--- config.mk ---
export PLATFORM = sky130hd
export DESIGN_NAME = dcache_line_ctrl_flat
export DESIGN_NICKNAME = d
export VERILOG_FILES = /design/src/rtl/dcache_line_ctrl_pkg.sv /design/src/rtl/dcache_line_ctrl_if.sv /design/src/rtl/dcache_line_ctrl_line_word_ctr.sv /design/src/rtl/dcache_line_ctrl.sv /design/src/flat_wrapper.sv
export SDC_FILE = /design/constraint.sdc
export NUM_CORES = 1
export LEC_CHECK = 0
export ABC_AREA = 1
export BUFFER_PORTS_ARGS = -buffer_cell sky130_fd_sc_hd__buf_4
export CORE_AREA = 2 2 39 41
export CTS_CLUSTER_SIZE = 25
export DETAILED_ROUTE_END_ITERATION = 10
export DIE_AREA = 0 0 41 43
export MAX_ROUTING_LAYER = met4
export PLACE_DENSITY_LB_ADDON = 0.3
export SYNTH_ARGS = -nofsm -noshare
export SYNTH_HDL_FRONTEND = slang
export SYNTH_HIERARCHICAL = 1
export SYNTH_SLANG_ARGS = --single-unit
--- constraint.sdc ---
create_clock -name clk -period 2.1 [get_ports clk]
set_clock_uncertainty 0.2 [all_clocks]
set_input_delay 0.315 -clock clk [delete_from_list [all_inputs] [get_ports clk]]
set_output_delay 0.315 -clock clk [all_outputs]
set_load 0.03 [all_outputs]
--- src/rtl/dcache_line_ctrl_pkg.sv ---
// Shared types and sizing helpers for the D-cache multi-word line miss controller.
package dcache_pkg;

  localparam int WORDS_PER_LINE_DEF = 4;

  typedef enum logic [1:0] {
    IDLE       = 2'd0,
    WRITE_BACK = 2'd1,
    FILL       = 2'd2,
    REPLAY     = 2'd3
  } state_e;

  function automatic int idx_w(input int words);
    return (words > 1) ? $clog2(words) : 1;
  endfunction

endpackage

--- src/rtl/dcache_line_ctrl_if.sv ---
// Pipeline/memory-facing signal bundle of dcache_line_ctrl.
// master = pipeline + memory side, slave = miss controller.
interface dcache_line_ctrl_if #(
  parameter int WORDS_PER_LINE = dcache_pkg::WORDS_PER_LINE_DEF
);
  localparam int IDX_W = dcache_pkg::idx_w(WORDS_PER_LINE);

  logic             user_use;
  logic             hit;
  logic             dirty;
  logic             drdy;
  logic [IDX_W-1:0] miss_word;
  logic             stall;
  logic             mem_re;
  logic             mem_we;
  logic             cache_re;
  logic             cache_we;
  logic [IDX_W-1:0] word_idx;
  logic             line_done;

  modport master (
    output user_use, hit, dirty, drdy, miss_word,
    input  stall, mem_re, mem_we, cache_re, cache_we, word_idx, line_done
  );

  modport slave (
    input  user_use, hit, dirty, drdy, miss_word,
    output stall, mem_re, mem_we, cache_re, cache_we, word_idx, line_done
  );
endinterface

--- src/rtl/dcache_line_ctrl_line_word_ctr.sv ---
// Wrapping word index plus an extra-bit transfer count; load may coincide with
// inc so the detection cycle can already count its word.
module line_word_ctr
  import dcache_pkg::*;
#(
  parameter int WORDS_PER_LINE = WORDS_PER_LINE_DEF
) (
  input  logic                                  clk,
  input  logic                                  rst_n,
  input  logic                                  load,
  input  logic [idx_w(WORDS_PER_LINE)-1:0]      start,
  input  logic                                  inc,
  output logic [idx_w(WORDS_PER_LINE)-1:0]      idx,
  output logic                                  last
);
  localparam int IDX_W = idx_w(WORDS_PER_LINE);
  localparam int CNT_W = IDX_W + 1;

  logic [CNT_W-1:0] cnt;

  always_ff @(posedge clk or negedge rst_n) begin
    if (!rst_n) begin
      idx <= '0;
      cnt <= '0;
    end else if (load) begin
      idx <= start + IDX_W'(inc);
      cnt <= CNT_W'(inc);
    end else if (inc) begin
      idx <= idx + IDX_W'(1);
      cnt <= cnt + CNT_W'(1);
    end
  end

  // Completion is by words moved, so a wrapped start word does not matter.
  assign last = (cnt == CNT_W'(WORDS_PER_LINE - 1));

endmodule

--- src/rtl/dcache_line_ctrl.sv ---
// D-cache miss controller: dirty write-back then word-by-word refill, one replay cycle.
// Optional DCACHE_CRITICAL_WORD_FIRST_EN starts the fill at miss_word and wraps.
module dcache_line_ctrl
  import dcache_pkg::*;
#(
  parameter int WORDS_PER_LINE = WORDS_PER_LINE_DEF
) (
  input logic               clk,
  input logic               rst_n,
  dcache_line_ctrl_if.slave bus
);
  localparam int IDX_W = idx_w(WORDS_PER_LINE);

  state_e           state_q, state_d;
  logic             ctr_load, ctr_inc, ctr_last;
  logic [IDX_W-1:0] ctr_start, ctr_idx;
  logic [IDX_W-1:0] idle_fill_start, wb_fill_start;
  logic             miss;
  logic             stall, mem_re, mem_we, cache_re, cache_we, line_done;
  logic [IDX_W-1:0] word_idx;

  // Gated by rst_n so every output is 0 for the whole reset pulse.
  assign miss = bus.user_use & ~bus.hit & rst_n;

`ifdef DCACHE_CRITICAL_WORD_FIRST_EN
  logic [IDX_W-1:0] crit_q;

  always_ff @(posedge clk or negedge rst_n) begin
    if (!rst_n)                      crit_q <= '0;
    else if (state_q == IDLE && miss) crit_q <= bus.miss_word;
  end

  assign idle_fill_start = bus.miss_word;
  assign wb_fill_start   = crit_q;
`else
  logic unused_miss_word;
  assign unused_miss_word = ^bus.miss_word;
  assign idle_fill_start  = '0;
  assign wb_fill_start    = '0;
`endif

  line_word_ctr #(.WORDS_PER_LINE(WORDS_PER_LINE)) u_ctr (
    .clk   (clk),
    .rst_n (rst_n),
    .load  (ctr_load),
    .start (ctr_start),
    .inc   (ctr_inc),
    .idx   (ctr_idx),
    .last  (ctr_last)
  );

  always_ff @(posedge clk or negedge rst_n) begin
    if (!rst_n) state_q <= IDLE;
    else        state_q <= state_d;
  end

  always_comb begin
    state_d   = state_q;
    ctr_load  = 1'b0;
    ctr_inc   = 1'b0;
    ctr_start = '0;
    stall     = 1'b0;
    mem_re    = 1'b0;
    mem_we    = 1'b0;
    cache_re  = 1'b0;
    cache_we  = 1'b0;
    line_done = 1'b0;
    word_idx  = ctr_idx;
    case (state_q)
      IDLE: begin
        // The detection cycle is already the first transfer cycle.
        if (miss) begin
          stall    = 1'b1;
          ctr_load = 1'b1;
          ctr_inc  = bus.drdy;
          if (bus.dirty) begin
            mem_we   = 1'b1;
            cache_re = 1'b1;
            state_d  = WRITE_BACK;
          end else begin
            mem_re    = 1'b1;
            cache_we  = bus.drdy;
            ctr_start = idle_fill_start;
            state_d   = FILL;
          end
        end
        word_idx = ctr_start;
      end
      WRITE_BACK: begin
        stall    = 1'b1;
        mem_we   = 1'b1;
        cache_re = 1'b1;
        if (bus.drdy) begin
          if (ctr_last) begin
            ctr_load  = 1'b1;
            ctr_start = wb_fill_start;
            state_d   = FILL;
          end else begin
            ctr_inc = 1'b1;
          end
        end
      end
      FILL: begin
        stall    = 1'b1;
        mem_re   = 1'b1;
        cache_we = bus.drdy;
        if (bus.drdy) begin
          if (ctr_last) begin
            ctr_load = 1'b1;
            state_d  = REPLAY;
          end else begin
            ctr_inc = 1'b1;
          end
        end
      end
      REPLAY: begin
        stall     = 1'b1;
        line_done = 1'b1;
        ctr_load  = 1'b1;
        state_d   = IDLE;
      end
      default: state_d = IDLE;
    endcase
  end

  assign bus.stall     = stall;
  assign bus.mem_re    = mem_re;
  assign bus.mem_we    = mem_we;
  assign bus.cache_re  = cache_re;
  assign bus.cache_we  = cache_we;
  assign bus.word_idx  = word_idx;
  assign bus.line_done = line_done;

endmodule

--- src/flat_wrapper.sv ---
// flat-port wrapper written by rule: the top's interface ports become plain ports
module dcache_line_ctrl_flat import dcache_pkg::*;
#(
  parameter int WORDS_PER_LINE = WORDS_PER_LINE_DEF
)
  (clk, rst_n, bus_user_use, bus_hit, bus_dirty, bus_drdy, bus_miss_word, bus_stall, bus_mem_re, bus_mem_we, bus_cache_re, bus_cache_we, bus_word_idx, bus_line_done);
  dcache_line_ctrl_if #(.WORDS_PER_LINE(WORDS_PER_LINE)) bus_i ();
  input logic clk;
  input logic rst_n;
  input wire logic [$bits(bus_i.user_use)-1:0] bus_user_use;
  input wire logic [$bits(bus_i.hit)-1:0] bus_hit;
  input wire logic [$bits(bus_i.dirty)-1:0] bus_dirty;
  input wire logic [$bits(bus_i.drdy)-1:0] bus_drdy;
  input wire logic [$bits(bus_i.miss_word)-1:0] bus_miss_word;
  output wire logic [$bits(bus_i.stall)-1:0] bus_stall;
  output wire logic [$bits(bus_i.mem_re)-1:0] bus_mem_re;
  output wire logic [$bits(bus_i.mem_we)-1:0] bus_mem_we;
  output wire logic [$bits(bus_i.cache_re)-1:0] bus_cache_re;
  output wire logic [$bits(bus_i.cache_we)-1:0] bus_cache_we;
  output wire logic [$bits(bus_i.word_idx)-1:0] bus_word_idx;
  output wire logic [$bits(bus_i.line_done)-1:0] bus_line_done;
  assign bus_i.user_use = bus_user_use;
  assign bus_i.hit = bus_hit;
  assign bus_i.dirty = bus_dirty;
  assign bus_i.drdy = bus_drdy;
  assign bus_i.miss_word = bus_miss_word;
  assign bus_stall = bus_i.stall;
  assign bus_mem_re = bus_i.mem_re;
  assign bus_mem_we = bus_i.mem_we;
  assign bus_cache_re = bus_i.cache_re;
  assign bus_cache_we = bus_i.cache_we;
  assign bus_word_idx = bus_i.word_idx;
  assign bus_line_done = bus_i.line_done;
  dcache_line_ctrl #(.WORDS_PER_LINE(WORDS_PER_LINE)) u_core (.clk(clk), .rst_n(rst_n), .bus(bus_i));
endmodule
==> impl_metrics.csv, run 1 <==
group,metric,value,unit
power_and_ir_drop,ir_drop,875.2,µV
critical_path,crit_type,"primary input to primary output",
route,vias,578,
cells_and_area,regArea,175.2,µm²
run_status,outcome,"completed",
route,drtIter0Drc,11,
synth,yosys_warnings,6,
synth,synth_xor_area_share,1.367,%
synth,syn_area_per_cell,7.040,µm²
cells_and_area,drive_above_1_share,26.55,%
synth,netlist_area,640.6,µm²
floorplan,start_util,46.29,%
sta,fmax,0.4940,GHz
synth,synth_top_area_cell,"dfrtp_1",
critical_path,setup.worst_path.end_class,"primary output",
clock_tree,post-cts-setup-buffer-count,0,
power_and_ir_drop,fin_total_pwr,0.001287,W
synth,async_flop_share,100.0,%
global_route,track_usage,17.17,%
synth,synth_top_family_by_area,"simple AND/OR/NAND/NOR gates",
clock_tree,h-tree-depth,1,
clock_tree,clk_pin_slew,50,ps
cells_and_area,diodes,0,
clock_tree,clock-sinks,7,
synth,synth_fa_ha_area_share,21.48,%
route,avgRoutedWirePerCell,9.109,µm
floorplan,coreArea,1384,µm²
synth,synthMuxAreaShare,0,%
synth,synthCells,91,
cells_and_area,multi_input_area,430.4,µm²
floorplan,die_x,41,µm
critical_path,start_kind,"primary input",
cells_and_area,nNetsFinal,133,
power_and_ir_drop,power_density,1543,nW/µm²
critical_path,critPathMaxFanout,8,
sta,period_share,96.40,%
clock_tree,clk_latency,240,ps
synth,synth_seq_area_share,27.34,%
synth,synth_edf_count,0,
global_route,grt_remaining_overflow,0,
floorplan,io_pins,16,
global_route,antenna_found_initial,0,
cells_and_area,final_cells,129,
cells_and_area,area_growth,30.27,%
global_route,grt_pass1_vias,536,
synth,synth_compound_area_share,9.180,%
route,avgViaCountPerCell,4.481,
sta,timing.setup.tns,0,ps
sta,period_minus_slack,2024,ps
sta,maxSlewViolCount,0,
critical_path,r2r_setup_slack,200,ps
global_route,grt_pass1_wl,2042,µm
synth,synthFlopType,"dfrtp_1",
floorplan,num_rows,14,
synth,synth-seq-cells,7,
place,gp_congestion,0.7940,
clock_tree,cts_root_buffer,"clkbuf_4",
place,port_buffers,13,
synth,yosysMostFrequentCell,"nand2_1",
critical_path,required,1580,ps
cells_and_area,n_fill_cell,132,
clock_tree,cts_tree,"done",
cells_and_area,post-route-util,60.31,%
synth,synthTopCellsByCount,"nand2_1 (28), inv_1 (12), ha_1 (11), nor2_1 (10), dfrtp_1 (7)",
place,post-dp-hpwl,976.1,µm
global_route,grt_max_degree,9,
synth,synth_simple_gate_area_share,30.66,%
critical_path,r2r_cells,9,
sta,rsz0062_at_grt,"no",
sta,hold_violations,0,
critical_path,critical_path_arrival,1510,ps
clock_tree,clk_path_buf_depth,2,
route,antenna_left,0,
floorplan,dieHeight,43,µm
route,drc_errors,0,
route,first_pass_iters,4,
worst_hold_path,hold_class,"primary input to async pin",
synth,synth_top_area_share,27.34,%
synth,synth_area_leaders,"dfrtp_1 (27%), ha_1 (21%), nand2_1 (16%)",
sta,setup_viol,0,
clock_tree,numCtsBuffers,3,
route,routed_wl,1175,µm
place,dp_cells,124,
floorplan,dieArea,1763,µm²
power_and_ir_drop,leakage,0.4828,nW
flow_run,drv_cap,0,
synth,ys_types,18,
==> placed cells by master (no fill, tap or decap) <==
cell | synthesis | final
nand2_2 | 3 | 3
inv_2 | 2 | 2
xor2_1 | 1 | 1
o21ai_2 | 2 | 2
inv_1 | 12 | 12
nand3_4 | 0 | 1
o21bai_2 | 0 | 1
a21oi_1 | 2 | 1
o21ai_0 | 1 | 1
o21ai_1 | 1 | 1
o22ai_1 | 1 | 1
nand2_1 | 28 | 28
ha_1 | 11 | 10
buf_4 | 1 | 16
nand3_1 | 5 | 5
nor2_1 | 10 | 10
a21oi_2 | 0 | 1
clkbuf_4 | 0 | 3
dlygate4sd3_1 | 0 | 1
clkbuf_1 | 0 | 1
dfrtp_1 | 7 | 7
conb_1 | 1 | 3
o21bai_1 | 2 | 1
ha_2 | 0 | 1
==> area by class of cell <==
cell class | count | share of cell area [%]
clock buffer | 4 | 3.148
inverter | 14 | 6.297
multi-input combinational | 71 | 51.57
timing repair buffer | 17 | 15.59
tap | 16 | 2.399
sequential | 7 | 20.99
==> per-layer routing <==
layer | global-route usage, % | share of wire (%) | vias up
met5 | - | 0 | -
li1 | - | - | 322
met1 | 22.33 | 50 | 245
met3 | 1.571 | 4.5 | 0
met2 | 25.94 | 45 | 11
met4 | 8.000 | 0 | 0
==> kinds of logic after synthesis <==
group / count (synthesis)
compound gates: 9
xor+xnor: 1
fa+ha+maj: 11
buf+inv: 15
flops: 7
other cells: 1
simple gates: 47
==> worst max-delay path, stage by stage <==
cell and delay (ps):
dlygate4sd3_1 520, buf_4 170, nand3_4 130, nor2_1 110
nand2_1 60, nand2_1 50, buf_4 150
==> sequential cells by signal, indices dropped and copies added (netlist names) <==
| signal | cells |
|---|---|
| u_core/u_ctr/cnt | 3 |
| u_core/state_q | 2 |
| u_core/u_ctr/idx | 2 |
==> report_power, final <==
group | switching [W] | total (W) | internal [W]
logic | 0.000582 | 0.000941 | 0.000358
registers | 0.0000322 | 0.000232 | 0.000200
clock network | 0.0000429 | 0.000115 | 0.0000721
==> path summary, 6_finish.rpt <==
| kind | start | endpoint |
|---|---|---|
| setup / recovery | rst_n | bus_cache_we |
| hold / removal | rst_n | u_core/u_ctr/cnt[1]$_DFFE_PN0P_ |
| setup reg to reg | u_core/state_q[0]$_DFFE_PN0P_ | u_core/u_ctr/idx[0]$_DFFE_PN0P_ |
| hold reg to reg | u_core/u_ctr/cnt[1]$_DFFE_PN0P_ | u_core/u_ctr/cnt[1]$_DFFE_PN0P_ |
| max in group asynchronous | rst_n | u_core/u_ctr/cnt[0]$_DFFE_PN0P_ |
| min in group clk | bus_dirty | u_core/state_q[0]$_DFFE_PN0P_ |
==> timing repair <==
action	4_1_cts	5_1_grt
hold endpoints to repair	7	0
resized for setup	0	3
hold buffers	1	0
setup endpoints to repair	0	5
==> metrics by stage <==
step	worst slack, ps	instance area [µm²]	hold slack [ps]
finish	75.67	834.6	230.6
global route	9.716	834.6	222.7
CTS	22.35	820.8	215.2
detailed placement	206.2	784.5	-64.84
global placement	256.0	784.5	-65.10
floorplan	129.2	651.9	-180.6
Power figures use the tool's default switching activity.
==> run 2, diff against run 1 <==
--- a/config.mk
+++ b/config.mk
@@ -5,15 +5,13 @@
 export SDC_FILE = /design/constraint.sdc
 export NUM_CORES = 1
 export LEC_CHECK = 0
-export ABC_AREA = 1
 export BUFFER_PORTS_ARGS = -buffer_cell sky130_fd_sc_hd__buf_4
-export CORE_AREA = 2 2 39 41
+export CORE_MARGIN = 4
+export CORE_UTILIZATION = 51
 export CTS_CLUSTER_SIZE = 25
 export DETAILED_ROUTE_END_ITERATION = 10
-export DIE_AREA = 0 0 41 43
 export MAX_ROUTING_LAYER = met4
 export PLACE_DENSITY_LB_ADDON = 0.3
 export SYNTH_ARGS = -nofsm -noshare
 export SYNTH_HDL_FRONTEND = slang
-export SYNTH_HIERARCHICAL = 1
 export SYNTH_SLANG_ARGS = --single-unit
==> impl_metrics.csv, run 2 <==
group,metric,value,unit
cells_and_area,multi_input_area,471.7,µm²
synth,synthTopCellsByCount,"ha_1 (8), dfrtp_1 (7), inv_1 (5), nand2_1 (4)",
sta,timing.setup.tns,0,ps
route,avgRoutedWirePerCell,13.70,µm
sta,maxSlewViolCount,0,
synth,synth-seq-cells,7,
worst_hold_path,hold_path_end,"u_core.state_q[1]$_DFFE_PN0P_",
floorplan,io_pins,16,
route,routed_wl,1288,µm
critical_path,slowest_stage,"dfrtp_1",
clock_tree,post-cts-setup-buffer-count,0,
critical_path,crit_chain,"inv_2 > ha_4 > nand2b_1 > o21ai_1 > and2_1 > buf_4",
route,drtIter0Drc,5,
sta,rsz0062_at_grt,"no",
floorplan,dieHeight,44.30,µm
floorplan,die_x,44.30,µm
sta,worst_slack,123.3,ps
critical_path,worst_r2r_endpoint,"u_core.u_ctr.idx[1]$_DFFE_PN0P_",
cells_and_area,reg.largest.list,"u_core.u_ctr.cnt: 3 flops, u_core.state_q: 2 flops, u_core.u_ctr.idx: 2 flops",
global_route,grt_remaining_overflow,0,
clock_tree,clock-sinks,7,
synth,synth_edf_count,0,
synth,syn_area_per_cell,10.50,µm²
sta,period_share,94.13,%
critical_path,required,1580,ps
critical_path,setup.worst_path.end_class,"primary output",
worst_hold_path,min_delay_path_depth,4,
sta,hold_violations,0,
cells_and_area,regArea,175.2,µm²
clock_tree,h-tree-depth,1,
critical_path,path_buf_inv,2,
route,antenna_left,0,
route,drc_errors,0,
power_and_ir_drop,ir_drop,1112,µV
sta,tightestPinTransition,335.8,ps
critical_path,critical_path_arrival,1460,ps
place,dp_slack,199.2,ps
place,port_buffers,13,
sta,hold-worst-slack,239.2,ps
critical_path,r2r_cells,5,
critical_path,r2r-start,"u_core.state_q[0]$_DFFE_PN0P_",
route,first_pass_iters,4,
sta,setup_viol,0,
global_route,antenna_found_initial,0,
clock_tree,clk_latency,250,ps
cells_and_area,n_fill_cell,94,
sta,period_minus_slack,1977,ps
critical_path,critPathMaxFanout,5,
global_route,grt_max_degree,10,
worst_hold_path,hold_start,"bus_dirty",
global_route,grt_pass1_wl,2366,µm
cells_and_area,area_growth,22.72,%
critical_path,start_kind,"register",
synth,yosysMostFrequentCell,"ha_1",
global_route,grt_pass1_vias,530,
synth,async_flop_share,100.0,%
synth,synth_top_area_cell,"dfrtp_1",
synth,netlist_area,671.9,µm²
place,gp_congestion,0.7865,
critical_path,r2r_setup_slack,200,ps
cells_and_area,post-route-util,70.41,%
route,vias,513,
synth,ys_types,33,
cells_and_area,largest-register,"u_core.u_ctr.cnt",
cells_and_area,final_common_cell,"buf_4",
sta,fmax,0.5059,GHz
cells_and_area,final_cell_mix,"buf_4 (14), ha_1 (7), dfrtp_1 (7)",
place,post-dp-hpwl,995.6,µm
cells_and_area,diodes,0,
global_route,track_usage,16.95,%
floorplan,coreArea,1171,µm²
synth,yosys_warnings,0,
cells_and_area,largest_reg_flops,3,
cells_and_area,drive_above_1_share,41.25,%
worst_hold_path,hold_class,"primary input to register",
synth,synthCells,64,
synth,synth_seq_area_share,26.07,%
synth,syn-num-nets,80,
route,avgViaCountPerCell,5.457,
synth,synth_top_area_share,26.07,%
power_and_ir_drop,power_density,1625,nW/µm²
clock_tree,numCtsBuffers,3,
flow_run,drv_cap,0,
clock_tree,clk_path_buf_depth,2,
floorplan,dieArea,1962,µm²
floorplan,num_rows,12,
clock_tree,clk_pin_slew,50,ps
critical_path,crit_family,"flip-flops",
clock_tree,cts_root_buffer,"clkbuf_4",
clock_tree,cts_tree,"done",
power_and_ir_drop,leakage,0.3701,nW
run_status,outcome,"completed",
floorplan,start_util,57.37,%
critical_path,critical_path.max_stage_delay,440,ps
cells_and_area,nNetsFinal,97,
sta,relSlewSlack,77.54,%
critical_path,crit_type,"register to primary output",
synth,synthFlopType,"dfrtp_1",
synth,synth_area_leaders,"dfrtp_1 (26%), ha_1 (15%), a2111oi_4 (4.1%)",
==> run 2: cell count changes after synthesis, moves of 4 or more <==
cell	previous run	this run
inv_1	12	5
nand2_1	28	4
nand3_1	5	1
nor2_1	10	0
==> run 2: final cells by class <==
cell class / count / share of cell area, %
multi-input cells: 49 / 57.21
clock buffers: 4 / 3.187
flip-flops and latches: 7 / 21.24
inverters: 5 / 2.276
well taps: 14 / 2.124
repair buffers: 15 / 13.96
==> run 2: metal layers <==
layer | share of wire [%] | wire length (µm) | track usage, %
met1 | 47 | 608 | 21.67
met2 | 47 | 611 | 25.00
met3 | 4.6 | 59 | 6.098
met4 | 0.62 | 8 | 4.819
met5 | 0 | 0 | -
==> run 2: timing repair <==
action | in CTS | in global routing
resized for setup | 1 | 3
setup endpoints to repair | 1 | 3
endpoints found under the hold margin | 7 | 0
hold buffers | 1 | 0
==> run 2: cells by family after synthesis <==
| group | count (synthesis) | share of synthesized area (%) |
|---|---|---|
| adder cells (fa/ha/maj) | 8 | 14.90 |
| XOR/XNOR | 2 | 2.608 |
| buffers and inverters | 8 | 6.145 |
| multiplexers | 2 | 3.166 |
| AND/OR/NAND/NOR | 20 | 21.97 |
| AO/OA/AOI/OAI | 17 | 25.14 |
| flip-flops | 7 | 26.07 |
==> run 2: how the worst max path moves through the flow <==
stage                                  startpoint                         endpoint  depth (start not counted)
floorplan           u_core.state_q[0]$_DFFE_PN0P_                     bus_cache_we                          5
global placement    u_core.state_q[0]$_DFFE_PN0P_  u_core.u_ctr.idx[1]$_DFFE_PN0P_                          5
detailed placement  u_core.state_q[0]$_DFFE_PN0P_  u_core.u_ctr.idx[1]$_DFFE_PN0P_                          5
CTS                 u_core.state_q[1]$_DFFE_PN0P_                     bus_cache_we                          6
global route        u_core.state_q[0]$_DFFE_PN0P_                     bus_cache_we                          6
finish              u_core.state_q[0]$_DFFE_PN0P_                     bus_cache_we                          6
==> run 2: worst register-to-register path: cells and delay by family (launching register included) <==
kind / cells / cell delay [ps]
flops: 1 / 440
buf+inv: 2 / 240
fa+ha+maj: 1 / 500
simple gates: 1 / 90
compound gates: 1 / 330
==> run 2: power by group <==
part | leakage, nW | switching, W | internal (W) | total [W]
Combinational | 0.267 | 0.000552 | 0.000400 | 0.000952
Sequential | 0.0881 | 0.0000634 | 0.000202 | 0.000265
Clock | 0.0150 | 0.0000498 | 0.0000725 | 0.000122
Total | 0.370 | 0.000666 | 0.000674 | 0.00134
==> run 2: through the flow <==
| step | std cells | power, W | cell area, µm² |
|---|---|---|---|
| 2_1_floorplan | 64 | 0.0009958 | 675.6 |
| 3_3_place_gp | 89 | 0.001183 | 775.7 |
| 3_5_place_dp | 89 | 0.001192 | 775.7 |
| 4_1_cts | 94 | 0.001328 | 814.5 |
| 5_1_grt | 94 | 0.001465 | 824.5 |
| 6_report | 94 | 0.001340 | 824.5 |
==> run 3, diff against run 2 <==
--- a/config.mk
+++ b/config.mk
@@ -6,10 +6,10 @@
 export NUM_CORES = 1
 export LEC_CHECK = 0
 export BUFFER_PORTS_ARGS = -buffer_cell sky130_fd_sc_hd__buf_4
-export CORE_MARGIN = 4
-export CORE_UTILIZATION = 51
+export CORE_AREA = 4 4 41 43
 export CTS_CLUSTER_SIZE = 25
 export DETAILED_ROUTE_END_ITERATION = 10
+export DIE_AREA = 0 0 45 47
 export MAX_ROUTING_LAYER = met4
 export PLACE_DENSITY_LB_ADDON = 0.3
 export SYNTH_ARGS = -nofsm -noshare
==> constraint.sdc (replaced) <==
create_clock -name clk -period 2.3 [get_ports clk]
set_clock_uncertainty 0.2 [all_clocks]
set_input_delay 0.345 -clock clk [delete_from_list [all_inputs] [get_ports clk]]
set_output_delay 0.345 -clock clk [all_outputs]
set_load 0.03 [all_outputs]
==> impl_metrics.csv, run 3 (synthesis results as in run 2) <==
group,metric,value,unit
cells_and_area,final_cells,98,
sta,hold_violations,0,
critical_path,critPathLaunch,"rst_n",
power_and_ir_drop,leakage,0.3821,nW
floorplan,num_rows,13,
sta,period_share,93.98,%
route,drc_errors,0,
power_and_ir_drop,ir_drop,799.2,µV
floorplan,dieHeight,47,µm
global_route,use_met2,21.75,%
critical_path,start_kind,"primary input",
place,port_buffers,13,
clock_tree,cts_root_buffer,"clkbuf_4",
critical_path,r2r_cells,5,
floorplan,io_pins,16,
route,first_pass_iters,5,
cells_and_area,nNetsFinal,100,
global_route,grt_use_met1,18.46,%
global_route,gr-max-usage-layer,"met2",
critical_path,setup.worst_path.end_class,"primary output",
global_route,use_met3,3.831,%
cells_and_area,post-route-util,64.23,%
route,avgRoutedWirePerCell,14.03,µm
route,vias,552,
floorplan,die_x,45,µm
cells_and_area,drive_above_1_share,39.76,%
critical_path,critical_path.max_stage_delay,530,ps
worst_hold_path,hold_class,"primary input to async pin",
cells_and_area,area_growth,24.39,%
critical_path,crit_end,"bus_cache_we",
route,routed_wl,1375,µm
place,gp_congestion,0.7409,
sta,hold-worst-slack,250.4,ps
global_route,track_usage,14.58,%
global_route,grt_max_degree,10,
cells_and_area,final_common_cell,"buf_4",
clock_tree,clk_pin_slew,50,ps
critical_path,crit_chain,"dlygate4sd3_1 > buf_4 > nand3b_4 > o21ai_2 > and2_1 > buf_4",
sta,period_minus_slack,2162,ps
sta,tightestPinTransition,377.0,ps
cells_and_area,diodes,0,
sta,setup_viol,0,
critical_path,r2r_setup_slack,370,ps
floorplan,coreArea,1301,µm²
global_route,antenna_found_initial,0,
place,post-dp-hpwl,1060,µm
clock_tree,clk_path_buf_depth,2,
power_and_ir_drop,power_density,1455,nW/µm²
critical_path,worst_r2r_endpoint,"u_core.u_ctr.cnt[0]$_DFFE_PN0P_",
critical_path,crit_type,"primary input to primary output",
flow_run,drv_cap,0,
global_route,grt_pass1_vias,522,
critical_path,r2r-start,"u_core.state_q[0]$_DFFE_PN0P_",
critical_path,slowest_stage,"dlygate4sd3_1",
route,avgViaCountPerCell,5.633,
clock_tree,cts_tree,"done",
sta,maxSlewViolCount,0,
critical_path,critical_path_arrival,1620,ps
floorplan,start_util,51.63,%
clock_tree,numCtsBuffers,3,
floorplan,dieArea,2115,µm²
route,antenna_left,0,
critical_path,critPathMaxFanout,9,
sta,fmax,0.4626,GHz
global_route,grt_pass1_wl,2166,µm
sta,rsz0062_at_grt,"no",
cells_and_area,largest-register,"u_core.u_ctr.cnt",
critical_path,required,1750,ps
run_status,outcome,"completed",
critical_path,worst_path_most_repeated_cell,"buf_4",
clock_tree,clk_latency,260,ps
sta,relSlewSlack,74.87,%
sta,timing.setup.tns,0,ps
route,drtIter0Drc,18,
clock_tree,h-tree-depth,1,
cells_and_area,reg.largest.list,"u_core.u_ctr.cnt: 3 flops, u_core.state_q: 2 flops, u_core.u_ctr.idx: 2 flops",
clock_tree,clock-sinks,7,
power_and_ir_drop,fin_total_pwr,0.001216,W
cells_and_area,final_cell_mix,"buf_4 (17), ha_1 (8), dfrtp_1 (7)",
cells_and_area,largest_reg_flops,3,
global_route,grt_remaining_overflow,0,
place,dp_cells,90,
## run 3: layer usage
metal  vias to the layer above  wire [µm]
met3                         7        106
met2                        26        567
met4                         0         33
li1                        271          -
met5                         -          0
met1                       248        668
## run 3: critical path, delay by kind of cell
family,cells,cell delay [ps]
buffers and inverters,3,860
and+or+nand+nor,2,250
AOI/OAI and AO/OA,1,150
## run 3: repair_timing
action | 4_1_cts | 5_1_grt
setup endpoints to repair | 0 | 1
hold endpoints to repair | 7 | 0
hold buffers | 1 | 0
setup buffers | 0 | 3
resized for setup | 0 | 1
## run 3: power by group
part           total [W]  internal, W  switching (W)
logic           0.000868     0.000354       0.000514
registers       0.000236     0.000185      0.0000519
clock network   0.000111    0.0000662      0.0000452
## run 3: per-stage QoR
stage / worst slack, ps / area, µm²
floorplan: 83.14 / 671.9
global placement: 418.8 / 773.2
detailed placement: 376.9 / 773.2
CTS: 21.18 / 809.5
global route: 55.73 / 835.8
finish: 138.5 / 835.8
## run 3: worst min-delay path by stage
stage,end,slack (ps),depth (start not counted)
after floorplan,u_core.state_q[0]$_DFFE_PN0P_,-150,0
after global placement,u_core.u_ctr.idx[1]$_DFFE_PN0P_,-30,1
after detailed placement,u_core.u_ctr.cnt[1]$_DFFE_PN0P_,-20,1
after CTS,u_core.u_ctr.cnt[1]$_DFFE_PN0P_,250,2
after global routing,u_core.u_ctr.cnt[1]$_DFFE_PN0P_,260,2
final,u_core.u_ctr.cnt[1]$_DFFE_PN0P_,250,2
## run 3: area by class of cell
cell class	count	area, µm²
Fill cell	113	465.4
Multi-Input combinational cell	49	459.2
Sequential cell	7	175.2
Timing Repair Buffer	18	137.6
Clock buffer	4	26.28
Inverter	5	18.77
Tap cell	15	18.77
